[config.mk]
export PLATFORM = sky130hd
export DESIGN_NAME = clock
export DESIGN_NICKNAME = d
export VERILOG_FILES = /design/src/rtl/clock_pkg.sv /design/src/rtl/hc595_driver.sv /design/src/rtl/clock.sv
export SDC_FILE = /design/constraint.sdc
export NUM_CORES = 1
export LEC_CHECK = 0
export CAP_MARGIN = 10
export CORE_MARGIN = 4
export CORE_UTILIZATION = 50
export CTS_BUF_LIST = sky130_fd_sc_hd__clkbuf_8
export CTS_CLUSTER_SIZE = 28
export DETAILED_ROUTE_END_ITERATION = 8
export PLACE_DENSITY = 0.82
export SLEW_MARGIN = 20
export SYNTH_ARGS = -nofsm -noshare
export SYNTH_HDL_FRONTEND = slang
export SYNTH_SLANG_ARGS = --single-unit
[constraint.sdc]
create_clock -name clk_in -period 2.65 [get_ports clk_in]
set_input_delay 0.53 -clock clk_in [delete_from_list [all_inputs] [get_ports clk_in]]
set_output_delay 0.53 -clock clk_in [all_outputs]
set_load 0.02 [all_outputs]
[src/rtl/clock_pkg.sv]
// ---------------------------------------------------------------------------
// clock_pkg
// Shared constants and helpers for the BCD wall clock and its 74HC595
// display driver.
//   NUM_DIGITS   : number of scanned display digits (6)
//   FRAME_W      : bits shifted into the 74HC595 chain per digit (16)
//   SEG_0..SEG_9 : seven-segment codes, bit order {dp,g,f,e,d,c,b,a}
//   shiftState_t : state encoding for the 74HC595 shift FSM
//   bcdToSeg     : BCD digit -> segments a..g (dp is added by the caller)
//   digitSelect  : digit index -> active-low one-hot select byte
// ---------------------------------------------------------------------------
package clock_pkg;

    localparam int NUM_DIGITS = 6;
    localparam int FRAME_W    = 16;

    localparam logic [7:0] SEG_0 = 8'h3F;
    localparam logic [7:0] SEG_1 = 8'h06;
    localparam logic [7:0] SEG_2 = 8'h5B;
    localparam logic [7:0] SEG_3 = 8'h4F;
    localparam logic [7:0] SEG_4 = 8'h66;
    localparam logic [7:0] SEG_5 = 8'h6D;
    localparam logic [7:0] SEG_6 = 8'h7D;
    localparam logic [7:0] SEG_7 = 8'h07;
    localparam logic [7:0] SEG_8 = 8'h7F;
    localparam logic [7:0] SEG_9 = 8'h6F;

    typedef enum logic [1:0] {
        ST_IDLE  = 2'd0,
        ST_SHIFT = 2'd1,
        ST_LATCH = 2'd2
    } shiftState_t;

    // Segments a..g only; the decimal point is owned by the frame builder.
    function automatic logic [6:0] bcdToSeg(input logic [3:0] bcd);
        logic [7:0] code;
        case (bcd)
            4'd0:    code = SEG_0;
            4'd1:    code = SEG_1;
            4'd2:    code = SEG_2;
            4'd3:    code = SEG_3;
            4'd4:    code = SEG_4;
            4'd5:    code = SEG_5;
            4'd6:    code = SEG_6;
            4'd7:    code = SEG_7;
            4'd8:    code = SEG_8;
            4'd9:    code = SEG_9;
            default: code = 8'h00;
        endcase
        return code[6:0];
    endfunction

    // Bits 7:6 are never selected, so they stay high for every legal index.
    function automatic logic [7:0] digitSelect(input logic [2:0] idx);
        return ~(8'h01 << idx);
    endfunction

endpackage

[src/rtl/hc595_driver.sv]
// ---------------------------------------------------------------------------
// hc595_driver
// Serialises one 16-bit frame MSB first into a 74HC595 chain and pulses the
// storage latch afterwards. Sequence: IDLE (one cycle, loads frame) ->
// SHIFT (16 bits, SCK low SCLK_DIV cycles then high SCLK_DIV cycles per bit)
// -> LATCH (RCK high SCLK_DIV cycles) -> IDLE.
// Ports:
//   clk_i   : system clock, rising edge
//   rst_i   : asynchronous active-high reset
//   start_i : frame_i is accepted in IDLE while this is high
//   frame_i : frame to shift out, sampled only in IDLE
//   sclk_o  : 74HC595 SCK
//   rclk_o  : 74HC595 RCK
//   sdio_o  : 74HC595 SER
//   done_o  : one-cycle pulse when the last bit has been shifted, so the
//             caller can prepare the next frame before IDLE samples it
// ---------------------------------------------------------------------------
module hc595_driver
    import clock_pkg::*;
#(
    parameter int SCLK_DIV = 4
) (
    input  logic               clk_i,
    input  logic               rst_i,
    input  logic               start_i,
    input  logic [FRAME_W-1:0] frame_i,
    output logic               sclk_o,
    output logic               rclk_o,
    output logic               sdio_o,
    output logic               done_o
);

    localparam int DW = (SCLK_DIV > 1) ? $clog2(SCLK_DIV) : 1;
    localparam int BW = $clog2(FRAME_W);
    localparam logic [DW-1:0] DIV_MAX  = DW'(SCLK_DIV - 1);
    localparam logic [BW-1:0] LAST_BIT = BW'(FRAME_W - 1);

    shiftState_t        state_q;
    logic [FRAME_W-2:0] shreg_q;
    logic [DW-1:0]      divCnt_q;
    logic [BW-1:0]      bitCnt_q;
    logic               sclk_q;
    logic               rclk_q;
    logic               sdio_q;
    logic               done_q;

    // Whole shift engine in one registered FSM. The MSB goes straight to
    // sdio on load, so shreg only keeps the bits still to be sent. New data
    // is presented on the same edge that drops SCK, so SER is always stable
    // across the following SCK rising edge.
    always_ff @(posedge clk_i or posedge rst_i) begin
        if (rst_i) begin
            state_q  <= ST_IDLE;
            shreg_q  <= '0;
            divCnt_q <= '0;
            bitCnt_q <= '0;
            sclk_q   <= 1'b0;
            rclk_q   <= 1'b0;
            sdio_q   <= 1'b0;
            done_q   <= 1'b0;
        end else begin
            done_q <= 1'b0;
            case (state_q)
                ST_IDLE: begin
                    sclk_q <= 1'b0;
                    rclk_q <= 1'b0;
                    if (start_i) begin
                        shreg_q  <= frame_i[FRAME_W-2:0];
                        sdio_q   <= frame_i[FRAME_W-1];
                        divCnt_q <= '0;
                        bitCnt_q <= '0;
                        state_q  <= ST_SHIFT;
                    end
                end
                ST_SHIFT: begin
                    if (divCnt_q != DIV_MAX) begin
                        divCnt_q <= divCnt_q + 1'b1;
                    end else begin
                        divCnt_q <= '0;
                        if (!sclk_q) begin
                            sclk_q <= 1'b1;
                        end else begin
                            sclk_q <= 1'b0;
                            if (bitCnt_q == LAST_BIT) begin
                                state_q <= ST_LATCH;
                                rclk_q  <= 1'b1;
                                done_q  <= 1'b1;
                            end else begin
                                bitCnt_q <= bitCnt_q + 1'b1;
                                sdio_q   <= shreg_q[FRAME_W-2];
                                shreg_q  <= {shreg_q[FRAME_W-3:0], 1'b0};
                            end
                        end
                    end
                end
                ST_LATCH: begin
                    if (divCnt_q != DIV_MAX) begin
                        divCnt_q <= divCnt_q + 1'b1;
                    end else begin
                        divCnt_q <= '0;
                        rclk_q   <= 1'b0;
                        state_q  <= ST_IDLE;
                    end
                end
                default: begin
                    state_q <= ST_IDLE;
                end
            endcase
        end
    end

    assign sclk_o = sclk_q;
    assign rclk_o = rclk_q;
    assign sdio_o = sdio_q;
    assign done_o = done_q;

endmodule

[src/rtl/clock.sv]
// ---------------------------------------------------------------------------
// clock
// 24-hour BCD clock (HH:MM:SS) with a six-digit seven-segment display driven
// through a 74HC595 chain. A prescaler produces a one-second tick; the time
// registers advance on that tick while the display is scanned independently.
// Ports:
//   clk_in            : system clock, rising edge
//   rst_n_in          : asynchronous reset, ACTIVE-HIGH despite the name
//   sec_ge / sec_shi  : seconds units / tens (BCD)
//   min_ge / min_shi  : minutes units / tens (BCD)
//   hour_ge / hour_shi: hours units / tens (BCD)
//   rclk_out          : 74HC595 RCK
//   sclk_out          : 74HC595 SCK
//   sdio_out          : 74HC595 SER
// Build option:
//   CLOCK_DP_BLINK_EN : when defined, the decimal point on the minute-units
//                       and hour-units digits is lit during the first half
//                       of every second.
// ---------------------------------------------------------------------------
module clock
    import clock_pkg::*;
#(
    parameter int CLK_FREQ = 50_000_000,
    parameter int SCLK_DIV = 4
) (
    input  logic       clk_in,
    input  logic       rst_n_in,
    output logic [3:0] sec_ge,
    output logic [3:0] sec_shi,
    output logic [3:0] min_ge,
    output logic [3:0] min_shi,
    output logic [3:0] hour_ge,
    output logic [3:0] hour_shi,
    output logic       rclk_out,
    output logic       sclk_out,
    output logic       sdio_out
);

    localparam int PW = (CLK_FREQ > 1) ? $clog2(CLK_FREQ) : 1;
    localparam logic [PW-1:0] PRE_MAX    = PW'(CLK_FREQ - 1);
    localparam logic [2:0]    LAST_DIGIT = 3'(NUM_DIGITS - 1);
`ifdef CLOCK_DP_BLINK_EN
    localparam logic [PW-1:0] HALF_SEC   = PW'(CLK_FREQ / 2);
`endif

    logic [PW-1:0] prescale_q;
    logic          tick;

    logic [3:0] secGe_q,   secGe_d;
    logic [3:0] secShi_q,  secShi_d;
    logic [3:0] minGe_q,   minGe_d;
    logic [3:0] minShi_q,  minShi_d;
    logic [3:0] hourGe_q,  hourGe_d;
    logic [3:0] hourShi_q, hourShi_d;

    logic [2:0]         digitIdx_q;
    logic [3:0]         curDigit;
    logic               dpBit;
    logic [FRAME_W-1:0] frameData;
    logic               hcDone;

    assign tick = (prescale_q == PRE_MAX);

    // Free-running one-second prescaler; tick is high for the single cycle
    // at the top of the count.
    always_ff @(posedge clk_in or posedge rst_n_in) begin
        if (rst_n_in) begin
            prescale_q <= '0;
        end else if (tick) begin
            prescale_q <= '0;
        end else begin
            prescale_q <= prescale_q + 1'b1;
        end
    end

    // Next-time computation as one carry chain so every digit moves on the
    // same edge, including the full 23:59:59 -> 00:00:00 rollover.
    always_comb begin
        secGe_d   = secGe_q;
        secShi_d  = secShi_q;
        minGe_d   = minGe_q;
        minShi_d  = minShi_q;
        hourGe_d  = hourGe_q;
        hourShi_d = hourShi_q;
        if (tick) begin
            if (secGe_q != 4'd9) begin
                secGe_d = secGe_q + 4'd1;
            end else begin
                secGe_d = 4'd0;
                if (secShi_q != 4'd5) begin
                    secShi_d = secShi_q + 4'd1;
                end else begin
                    secShi_d = 4'd0;
                    if (minGe_q != 4'd9) begin
                        minGe_d = minGe_q + 4'd1;
                    end else begin
                        minGe_d = 4'd0;
                        if (minShi_q != 4'd5) begin
                            minShi_d = minShi_q + 4'd1;
                        end else begin
                            minShi_d = 4'd0;
                            if (hourShi_q == 4'd2 && hourGe_q == 4'd3) begin
                                hourShi_d = 4'd0;
                                hourGe_d  = 4'd0;
                            end else if (hourGe_q == 4'd9) begin
                                hourGe_d  = 4'd0;
                                hourShi_d = hourShi_q + 4'd1;
                            end else begin
                                hourGe_d = hourGe_q + 4'd1;
                            end
                        end
                    end
                end
            end
        end
    end

    // Time registers drive the digit outputs directly.
    always_ff @(posedge clk_in or posedge rst_n_in) begin
        if (rst_n_in) begin
            secGe_q   <= 4'd0;
            secShi_q  <= 4'd0;
            minGe_q   <= 4'd0;
            minShi_q  <= 4'd0;
            hourGe_q  <= 4'd0;
            hourShi_q <= 4'd0;
        end else begin
            secGe_q   <= secGe_d;
            secShi_q  <= secShi_d;
            minGe_q   <= minGe_d;
            minShi_q  <= minShi_d;
            hourGe_q  <= hourGe_d;
            hourShi_q <= hourShi_d;
        end
    end

    // Scan position. It moves on as soon as the driver has shifted the last
    // bit, so the following IDLE cycle already sees the next digit's frame.
    always_ff @(posedge clk_in or posedge rst_n_in) begin
        if (rst_n_in) begin
            digitIdx_q <= 3'd0;
        end else if (hcDone) begin
            digitIdx_q <= (digitIdx_q == LAST_DIGIT) ? 3'd0 : digitIdx_q + 3'd1;
        end
    end

    // Frame for the current scan position. The driver captures it only at
    // frame start, so later ticks cannot disturb a frame in flight.
    always_comb begin
        case (digitIdx_q)
            3'd0:    curDigit = secGe_q;
            3'd1:    curDigit = secShi_q;
            3'd2:    curDigit = minGe_q;
            3'd3:    curDigit = minShi_q;
            3'd4:    curDigit = hourGe_q;
            3'd5:    curDigit = hourShi_q;
            default: curDigit = secGe_q;
        endcase
        dpBit = 1'b0;
`ifdef CLOCK_DP_BLINK_EN
        if ((digitIdx_q == 3'd2 || digitIdx_q == 3'd4) && (prescale_q < HALF_SEC)) begin
            dpBit = 1'b1;
        end
`endif
        frameData = {dpBit, bcdToSeg(curDigit), digitSelect(digitIdx_q)};
    end

    hc595_driver #(
        .SCLK_DIV (SCLK_DIV)
    ) u_hc595 (
        .clk_i   (clk_in),
        .rst_i   (rst_n_in),
        .start_i (1'b1),
        .frame_i (frameData),
        .sclk_o  (sclk_out),
        .rclk_o  (rclk_out),
        .sdio_o  (sdio_out),
        .done_o  (hcDone)
    );

    assign sec_ge   = secGe_q;
    assign sec_shi  = secShi_q;
    assign min_ge   = minGe_q;
    assign min_shi  = minShi_q;
    assign hour_ge  = hourGe_q;
    assign hour_shi = hourShi_q;

endmodule

# After elaboration in Yosys (flattened, before gate mapping)
# Memory sizes are Yosys's and may differ from the RTL's.
# Index checks and enable logic that the tools add are counted.
[word_totals]
ff_bits = 80
romBits = 112
inputBits = 2
out_inout_bits = 27
elab_cells = 113
mem_count = 1
[mem_list]
columns = ["memory", "words", "word_bits", "read_ports", "rd_clocked_by_memory_dff", "write_ports", "line_no", "text"]
rows = [
  ["(name not given)", 16, 7, 1, 0, 0, "clock_pkg.sv:37", "case (bcd)"],
]
[classes]
n_addsub = 10
n_eq_ne = 22
shift = 1
mux = 42
n_bitwise = 5
reduce_logical = 16
[op_table]
columns = ["operator", "count"]
rows = [
  ["$mux 15", 3],
  ["$mux 4", 11],
  ["$pmux 15 s2", 1],
  ["$add 4x1->4 const B", 7],
  ["$add 26x1->26 const B", 1],
  ["$eq 26x26->1 const B", 1],
  ["$mux 26", 1],
  ["$pmux 4 s5", 1],
  ["$mux 1", 13],
  ["$reduce_and 4->1", 3],
  ["$mux 2", 5],
  ["$reduce_and 5->1", 2],
  ["$eq 4x2->1 const B", 2],
  ["$eq 4x4->1 const B", 2],
  ["$ne 2x2->1 const B", 4],
  ["$ne 4x3->1 const B", 2],
  ["$ne 4x4->1 const B", 2],
  ["$not 8->8", 1],
  ["$pmux 4 s2", 1],
  ["$shl 1x3->8 const A", 1],
  ["$eq 3x2->1 const B", 2],
  ["$eq 3x3->1 const B", 2],
  ["$pmux 2 s3", 1],
  ["$reduce_and 6->1", 1],
  ["other kinds (18)", 26],
]

# Longest topological paths before layout
# Gate-level depths: netlist of the first run.
[logic_depth]
ltp_word = 5
ltp_mapped = 11
ltp_nobuf = 10

# By module
# From an unflattened synthesis of the first run, not the netlist that was laid out.
[unflattened]
hier_cells = 487
hier_area_um2 = 4634.4
[by_module_without_submodules]
columns = ["mod", "n_inst", "cells_per_inst", "area_each_um2", "seq_area_each_um2"]
rows = [
  ["clock", 1, 321, 3066.7, 1326.3],
  ["hc595_driver", 1, 166, 1567.8, 675.6],
]

# Worst setup path after synthesis of the first run
# No wires, ideal clock.
[synth_path]
path_kind = "reg2reg"
start = "register digitIdx_q[0]"
end = "register u_hc595.shreg_q[11]"
setup_time_ns = 0.132
arrival_time_ns = 2.268
required_ns = 2.518
setup_slack_ns = 0.250
stages_incl_launch_ff = 11
path_buffers = 1
period_less_slack_ns = 2.400
path_cell_list = "dfrtp_1 -> clkbuf_1 -> inv_1 -> nor2_1 -> ha_1 -> a22o_2 -> o22ai_1 -> inv_1 -> ha_1 -> o31ai_1 -> o211ai_1"
[synth_between]
elab_chain_len = 4
elab_cells_between_ends = 8
cone_classes = "eq/ne: 5; mux: 2; memory: 1"
[synth_lines]
columns = ["item", "line_no", "text"]
rows = [
  ["start: declaration", "clock.sv:56", "logic [2:0] digitIdx_q;"],
  ["start signal: assignment", "clock.sv:143", "digitIdx_q <= (digitIdx_q == LAST_DIGIT) ? 3'd0 : digitIdx_q + 3'd1;"],
  ["$eq 3x3->1, or another cell as far along", "clock.sv:150", "case (digitIdx_q)"],
  ["$pmux 4 s5 (*)", "clock.sv:150", ""],
  ["$mem_v2 16x7 (*)", "n/a", ""],
  ["$pmux 15 s2 (*)", "hc595_driver.sv:63", "case (state_q)"],
  ["end signal: assignment", "hc595_driver.sv:68", "shreg_q <= frame_i[FRAME_W-2:0];"],
  ["end signal: assignment", "hc595_driver.sv:91", "shreg_q <= {shreg_q[FRAME_W-3:0], 1'b0};"],
  ["end: declaration", "hc595_driver.sv:39", "logic [FRAME_W-2:0] shreg_q;"],
]
# Every way passes the cells marked *; elsewhere a longest branch is shown, timed or not.
# A chain may end at the register's enable or synchronous reset.

# Worst setup path after layout of the first run
[layout_path]
start = "register digitIdx_q[1]"
end = "register u_hc595.shreg_q[12]"
# Same word-level chain as after synthesis.

==> results of run 1 <==
## state kept, by name, summed over array words and instances, names as in the netlist, 4 cells and up
name,flops
hour_ge,4
hour_shi,4
min_ge,4
min_shi,4
prescale_q,26
sec_ge,4
sec_shi,4
u_hc595.bitCnt_q,4
u_hc595.shreg_q,15
## cell usage after synthesis, types with 2 or more instances
library cell  number  area [sq um]
and3_2             5          37.5
mux2_2             5          56.3
mux2i_1            5          50.1
a222oi_1           2          20.0
o211ai_1           6          45.0
buf_6              2          22.5
a22o_1             2          17.5
and4_1             4          35.0
nor4_1             5          31.3
nand4_1           19           119
o31ai_1            5          37.5
nor2_1            45           169
ha_1              19           238
and2_1             2          12.5
and2b_2            3          26.3
o21ai_0           20           100
nor4b_1            2          17.5
a21oi_1           23           115
o22ai_1            3          18.8
clkbuf_1          10          37.5
nor3b_1            3          22.5
or3_1              2          12.5
and3_1             3          18.8
nand3_1           21           105
nor2b_1            6          37.5
xor2_1            25           219
nand2b_1           5          31.3
dfrtp_1           80          2000
inv_1             21          78.8
o2bb2ai_1          2          17.5
nand3b_1           2          15.0
o31a_1             2          17.5
a21o_1             5          37.5
nand2_1           40           150
nor3_1             7          35.0
xnor2_1           10          87.6
## power by group
| group | internal [uW] | total [uW] | switching [uW] |
|---|---|---|---|
| sequential | 1220 | 1220 | 0 |
| clock | 532 | 1010 | 475 |
| combinational | 5.42 | 29.3 | 23.9 |
| total | 1760 | 2260 | 498 |
## through the flow
stage / instance area (sq um) / util / instances
floorplan: 4310 / - / 445
global placement: 4740 / 0.572 / 575
detailed placement: 4740 / 0.572 / 575
CTS: 4960 / 0.598 / 590
global route: 4980 / 0.600 / 591
finish: 4980 / 0.600 / 591
## cell families (layout without fill, tap and decap cells)
kind of cell,after synthesis,count (layout),share of synthesized area
and+or+nand+nor,184,184,0.226
AOI/OAI and AO/OA,81,81,0.121
DFF,80,80,0.464
buffers and inverters,36,77,0.0380
xor gates and xnor gates,35,35,0.0711
adders and majority gates,19,19,0.0551
muxes,10,10,0.0247
## how the worst min path moves through the flow
stage                        from                 end  slack, ns
2_1_floorplan  u_hc595.shreg_q[4]  u_hc595.shreg_q[4]       0.44
3_3_place_gp        prescale_q[6]       prescale_q[6]       0.45
3_5_place_dp        prescale_q[6]       prescale_q[6]       0.46
4_1_cts             prescale_q[6]       prescale_q[6]       0.47
5_1_grt             prescale_q[6]       prescale_q[6]       0.50
6_report            prescale_q[6]       prescale_q[6]       0.47
## cells in the final DEF (no fill, tap or decap), types with 5 or more instances in the layout
cell type and count:
dfrtp_1 79, nor2_1 45, nand2_1 40, clkdlybuf4s50_1 28, xor2_1 25, a21oi_1 23
nand3_1 21, inv_1 20, o21ai_0 20, nand4_1 19, ha_1 19, buf_4 12
xnor2_1 10, clkbuf_8 9, nor3_1 7, o211ai_1 6, nor2b_1 6, and3_2 5
o31ai_1 5, mux2i_1 5, a21o_1 5, mux2_2 5, nand2b_1 5
## layer usage
metal  vias up  global-route usage  routed length (microns)
li1       1642                   -                        -
met2        85               0.323                     4750
met5         -                   0                        0
met3        19              0.0498                      384
met1      1708               0.254                     4000
met4         0              0.0456                      121
## cell type report
class	count	area (sq um)	area share
Tap cell	105	131	0.0264
Sequential cell	80	2000	0.402
Clock buffer	9	124	0.0249
Multi-Input combinational cell	329	2160	0.434
Clock inverter	6	92.6	0.0186
Timing Repair Buffer	41	390	0.0783
Inverter	21	80.1	0.0161
## worst reg2reg max path: stages (launching register included)
cell     delay [ns]
dfrtp_1        0.48
inv_1          0.15
nor2_1         0.08
ha_1           0.26
a22o_1         0.27
o22a_1         0.25
inv_1          0.16
ha_1           0.19
nor2_1         0.05
a211o_2        0.32
a21oi_1        0.14
## repair_timing
action | 4_1_cts | 5_1_grt
buffers inserted | 0 | 1
resized for setup | 0 | 3
endpoints found under the setup margin | 0 | 7
==> metrics.md, run 1 <==
| Metric | Value |
|---|---|
| # rows | `33` |
| Setup Slack @ Placement | `0.216 ns` |
| Fin nets | `503` |
| Largest net degree at the start of global routing | `37` |
| Cell area after synthesis | `4310 sq um` |
| Critical Path AT | `2.71 ns` |
| Max-Cap Viols | `0` |
| Drt wl/cell | `15.7 microns` |
| Warnings from Yosys | `0` |
| Via density per instance | `5.84` |
| Starting Density | `0.520` |
| Unrepaired setup endpoints after global routing | `false` |
| Setup TNS | `0 ns` |
| Die Area | `10200 sq um` |
| Hold_buf cts | `0` |
| Max IR drop VDD | `0.000261 V` |
| Hold crit path type | `register to register` |
| Die width | `101 microns` |
| Cells after Synth | `445` |
| Clk sinks | `80` |
| Detailed Route Iter0 Violations | `277` |
| Outcome | `complete, no violations` |
| Clock transition at the registers of the reported paths | `0.09 ns` |
| Grt ovf | `0` |
| Routed WL | `9260 microns` |
| R2R depth | `10` |
| Critical path type | `register to register` |
| Vias | `3454` |
| FFs w/ async S/R, synth | `1.00` |
| Worst slew pin tran | `0.576 ns` |
| Rel. slew slack | `0.613` |
| Final setup margin | `0.229 ns` |
| FF-to-FF setup slack | `0.23 ns` |
| Critical path endpoint category | `register` |
| Setup violations, final | `0` |
| CTS tree | `yes` |
| Crit path cell chain | `inv_1 > nor2_1 > ha_1 > a22o_1 > o22a_1 > inv_1 > ha_1 > nor2_1 > a211o_2 > a21oi_1` |
| First-pass GRT wire length | `15900 microns` |
| IO Count | `29` |
| Fillers | `654` |
| N_diodes | `0` |
| Crit path buf inv count | `2` |
| Critical Path Sink | `u_hc595.shreg_q[12]` |
| Max Fclk | `413 MHz` |
| CP max stage cell | `dfrtp_1` |
| Hold_ws | `0.473 ns` |
| Final period util | `0.914` |
| Antenna violations before repair | `0` |
| Vias in the first global route | `3349` |
| Synth Register Bits | `80` |
| Worst setup SP type | `register` |
| Skew final | `0.0104 ns` |
| Residual DRC | `0` |
| Worst-path fanout max | `9` |
| CTS buffer count | `9` |
| Reg2reg start | `digitIdx_q[1]` |
| Count of distinct cell types in the synthesized netlist | `60` |
| Family with the most delay on the worst path | `compound AO/OA/AOI/OAI gates` |
| Worst reg2reg path endpoint | `u_hc595.shreg_q[12]` |
| Antenna Nets Post-Route | `0` |
| Area grow syn2layout | `15.5%` |
| GR Util All Layers | `0.194` |
| Root Driver | `clkbuf_8` |
| Max-slew violation count | `0` |
| RePlAce Congestion | `0.873` |
| Final min period | `2.42 ns` |
| Pwr dens | `453 nW/um^2` |
| Share of layout cells above drive strength 1 | `0.109` |
| CTS HTree Levels | `3` |
| Clk buf depth | `2` |
| Leakage | `0.00227 uW` |
| Skew-Pair Late Insertion Delay | `0.35 ns` |
| Critical path's largest stage delay | `0.48 ns` |
| Syn Nets | `466` |
| Setup crit start | `digitIdx_q[1]` |
| Hpwl dp | `6740 microns` |
| Core area | `8300 sq um` |
| Post-synth EDFFs | `0` |
| Dominant synthesized flop cell | `dfrtp_1` |
| Syn_area_per_cell | `9.69 sq um` |
| DRT Pass-1 Iters | `6` |
| CP required | `2.94 ns` |
| Sequential share of the synthesized area | `0.464` |
| Port bufs | `28` |
| Pwr Total | `2260 uW` |
| WHS Path Cells | `1` |
| Chip Height | `101 microns` |
| Final Hold Vio Count | `0` |
| CP Depth | `10` |
No activity file was read; power rests on OpenSTA's default activity.
==> run 2: changes to the inputs <==
--- a/config.mk
+++ b/config.mk
@@ -6,7 +6,6 @@
 export NUM_CORES = 1
 export LEC_CHECK = 0
 export CAP_MARGIN = 10
-export CORE_MARGIN = 4
 export CORE_UTILIZATION = 50
 export CTS_BUF_LIST = sky130_fd_sc_hd__clkbuf_8
 export CTS_CLUSTER_SIZE = 28
==> run 2 against run 1 <==
  * Worst setup slack worse by 0.081 ns
  * Clock-buffer cell count stayed put
  * Core utilization up 0.17 points
  * First-iteration DRC count is 11% lower
  * Clock skew up 0.0023 ns
  * Sequential share of layout area shrank 0.14 points
  * Hold slack gained 0.010 ns
  * Non-clock buffer count unchanged
  * Register-to-register slack got worse by 0.08 ns
  * Clock power hardly changed
==> metrics.md, run 2 (synthesized netlist as in run 1, its figures left out) <==
| Metric | Value |
|---|---|
| Unrepaired setup endpoints after global routing | `false (unchanged)` |
| Area grow syn2layout | `15.9% (was 15.5%)` |
| Detailed Route Iter0 Violations | `246 (was 277)` |
| Port bufs | `28 (unchanged)` |
| Routed WL | `9400 microns (was 9260 microns)` |
| Max IR drop VDD | `0.000227 V (was 0.000261 V)` |
| Clock power share | `0.451 (was 0.446)` |
| Root Driver | `clkbuf_8 (unchanged)` |
| Grt ovf | `0 (unchanged)` |
| Reg2reg start | `prescale_q[0] (was digitIdx_q[1])` |
| Max-Cap Viols | `0 (unchanged)` |
| Starting Density | `0.520 (unchanged)` |
| Skew-Pair Late Insertion Delay | `0.36 ns (was 0.35 ns)` |
| Biggest regs | `prescale_q (26), u_hc595.shreg_q (15) (unchanged)` |
| Setup TNS | `0 ns (unchanged)` |
| Final period util | `0.944 (was 0.914)` |
| Leading cell types in the layout, fill and taps excluded | `dfrtp_1 (80), nor2_1 (45), nand2_1 (40) (was dfrtp_1 (79), nor2_1 (45), nand2_1 (40))` |
| CP required | `2.93 ns (was 2.94 ns)` |
| Critical Path AT | `2.78 ns (was 2.71 ns)` |
| Core area | `8300 sq um (unchanged)` |
| Cells after DPL | `576 (was 575)` |
| N_diodes | `0 (unchanged)` |
| Commonest non-fill, non-tap cell in the layout | `dfrtp_1 (unchanged)` |
| CTS HTree Levels | `3 (unchanged)` |
| Worst-path fanout max | `6 (was 9)` |
| CTS tree | `yes (unchanged)` |
| Residual DRC | `0 (unchanged)` |
| Worst slew pin tran | `0.652 ns (was 0.576 ns)` |
| Multi-input gate area | `2150 sq um (was 2160 sq um)` |
| Critical path type | `register to register (unchanged)` |
| Outcome | `complete, no violations (unchanged)` |
| Rel. slew slack | `0.565 (was 0.613)` |
| First-pass GRT wire length | `15500 microns (was 15900 microns)` |
| Max-slew violation count | `0 (unchanged)` |
| Setup crit start | `prescale_q[0] (was digitIdx_q[1])` |
| Clk buf depth | `2 (unchanged)` |
| DRT Pass-1 Iters | `5 (was 6)` |
| Hpwl dp | `6750 microns (was 6740 microns)` |
| Max Fclk | `400 MHz (was 413 MHz)` |
| Final min period | `2.50 ns (was 2.42 ns)` |
| Hold_buf cts | `0 (unchanged)` |
| Largest reg by FF count | `prescale_q (unchanged)` |
| Drt wl/cell | `15.9 microns (was 15.7 microns)` |
| Fillers | `663 (was 654)` |
| Pwr Total | `2280 uW (was 2260 uW)` |
| Worst setup SP type | `register (unchanged)` |
| Largest net degree at the start of global routing | `35 (was 37)` |
| Chip Height | `94.9 microns (was 101 microns)` |
| Hold Startpoint | `prescale_q[0] (was prescale_q[6])` |
| Reg area | `2000 sq um (about the same)` |
| Final Hold Vio Count | `0 (unchanged)` |
| Max reg flops | `26 (unchanged)` |
| Pwr dens | `456 nW/um^2 (was 453 nW/um^2)` |
| Antenna violations before repair | `0 (unchanged)` |
| Clk sinks | `80 (unchanged)` |
| CTS buffer count | `9 (unchanged)` |
| Leakage | `0.00227 uW (about the same)` |
| # rows | `33 (unchanged)` |
| Hold crit path type | `register to register (unchanged)` |
| Setup violations, final | `0 (unchanged)` |
| Post-CTS Setup Bufs | `0 (unchanged)` |
| Vias in the first global route | `3311 (was 3349)` |
| Die width | `94.9 microns (was 101 microns)` |
| Via density per instance | `5.90 (was 5.84)` |
| IO Count | `29 (unchanged)` |
| Antenna Nets Post-Route | `0 (unchanged)` |
| Vias | `3490 (was 3454)` |
| Fin nets | `503 (unchanged)` |
| GR Util All Layers | `0.222 (was 0.194)` |
| Sequential power share | `0.535 (was 0.541)` |
| RePlAce Congestion | `0.912 (was 0.873)` |
| Switching fraction of total power | `0.224 (was 0.221)` |
| Clock transition at the registers of the reported paths | `0.09 ns (about the same)` |
| Die Area | `9000 sq um (was 10200 sq um)` |
| Critical path endpoint category | `register (unchanged)` |
| Fin cells | `592 (was 591)` |
| Skew final | `0.0128 ns (was 0.0104 ns)` |
| Share of layout cells above drive strength 1 | `0.109 (about the same)` |
| Gate power share | `0.014 (was 0.013)` |
| Pint | `1770 uW (was 1760 uW)` |
| Switching pwr | `510 uW (was 498 uW)` |
==> run 2: changes by cell type in the layout (fill, tap and decap cells not counted), sizes merged <==
cell    before  now
clkinv       1    2
==> run 2: area by class of cell <==
class | instances | area share
clock buffers | 9 | 0.0248
clock inverters | 7 | 0.0208
inverters | 21 | 0.0160
multi-input cells | 329 | 0.431
flip-flops and latches | 80 | 0.401
well taps | 105 | 0.0263
repair buffers | 41 | 0.0806
==> run 2: layer usage <==
| metal | GRT usage | part of all wire | vias up |
|---|---|---|---|
| met1 | 0.278 | 0.43 | 1728 |
| met4 | 0.0783 | 0.016 | 0 |
| li1 | - | - | 1645 |
| met2 | 0.378 | 0.51 | 99 |
| met5 | 0 | 0 | - |
| met3 | 0.0451 | 0.041 | 18 |
==> run 2: power groups by stage <==
stage	logic, uW	registers, uW	clock network [uW]
6_report	32.1	1220	1030
4_1_cts	34.2	1220	1050
3_5_place_dp	34.0	1240	0
3_3_place_gp	33.0	1240	0
2_1_floorplan	17.8	1240	0
5_1_grt	38.4	1220	1090
==> run 2: worst max-delay path: stages, from the launching register on <==
cell     delay [ns]
dfrtp_1        0.39
ha_1           0.19
and3_1         0.28
nand2_1        0.15
nor4_2         0.61
nand2_1        0.28
nor3b_1        0.33
xor2_1         0.19
==> run 2: final timing paths <==
| check | end | slack, ns | cells past startpoint |
|---|---|---|---|
| max in group asynchronous | prescale_q[4] | 1.53 | 3 |
| min | prescale_q[0] | 0.48 | 1 |
| max reg2reg | sec_shi[0] | 0.15 | 7 |
| min reg2reg | prescale_q[0] | 0.48 | 1 |
| max | sec_shi[0] | 0.15 | 7 |
| min in group asynchronous | u_hc595.divCnt_q[1] | 0.56 | 2 |
==> run 2: metrics by stage <==
stage | area [sq um] | util | worst slack, ns | hold slack (ns)
floorplan | 4310 | - | 0.0683 | 0.438
global placement | 4760 | 0.574 | 0.261 | 0.454
detailed placement | 4760 | 0.574 | 0.137 | 0.473
CTS | 4990 | 0.601 | 0.109 | 0.486
global route | 5000 | 0.602 | 0.0235 | 0.507
finish | 5000 | 0.602 | 0.148 | 0.484
==> run 2: timing repair <==
| item | CTS | global route |
|---|---|---|
| endpoints found under the hold margin | 0 | 0 |
| resized for setup | 0 | 1 |
| setup endpoints to repair | 0 | 3 |
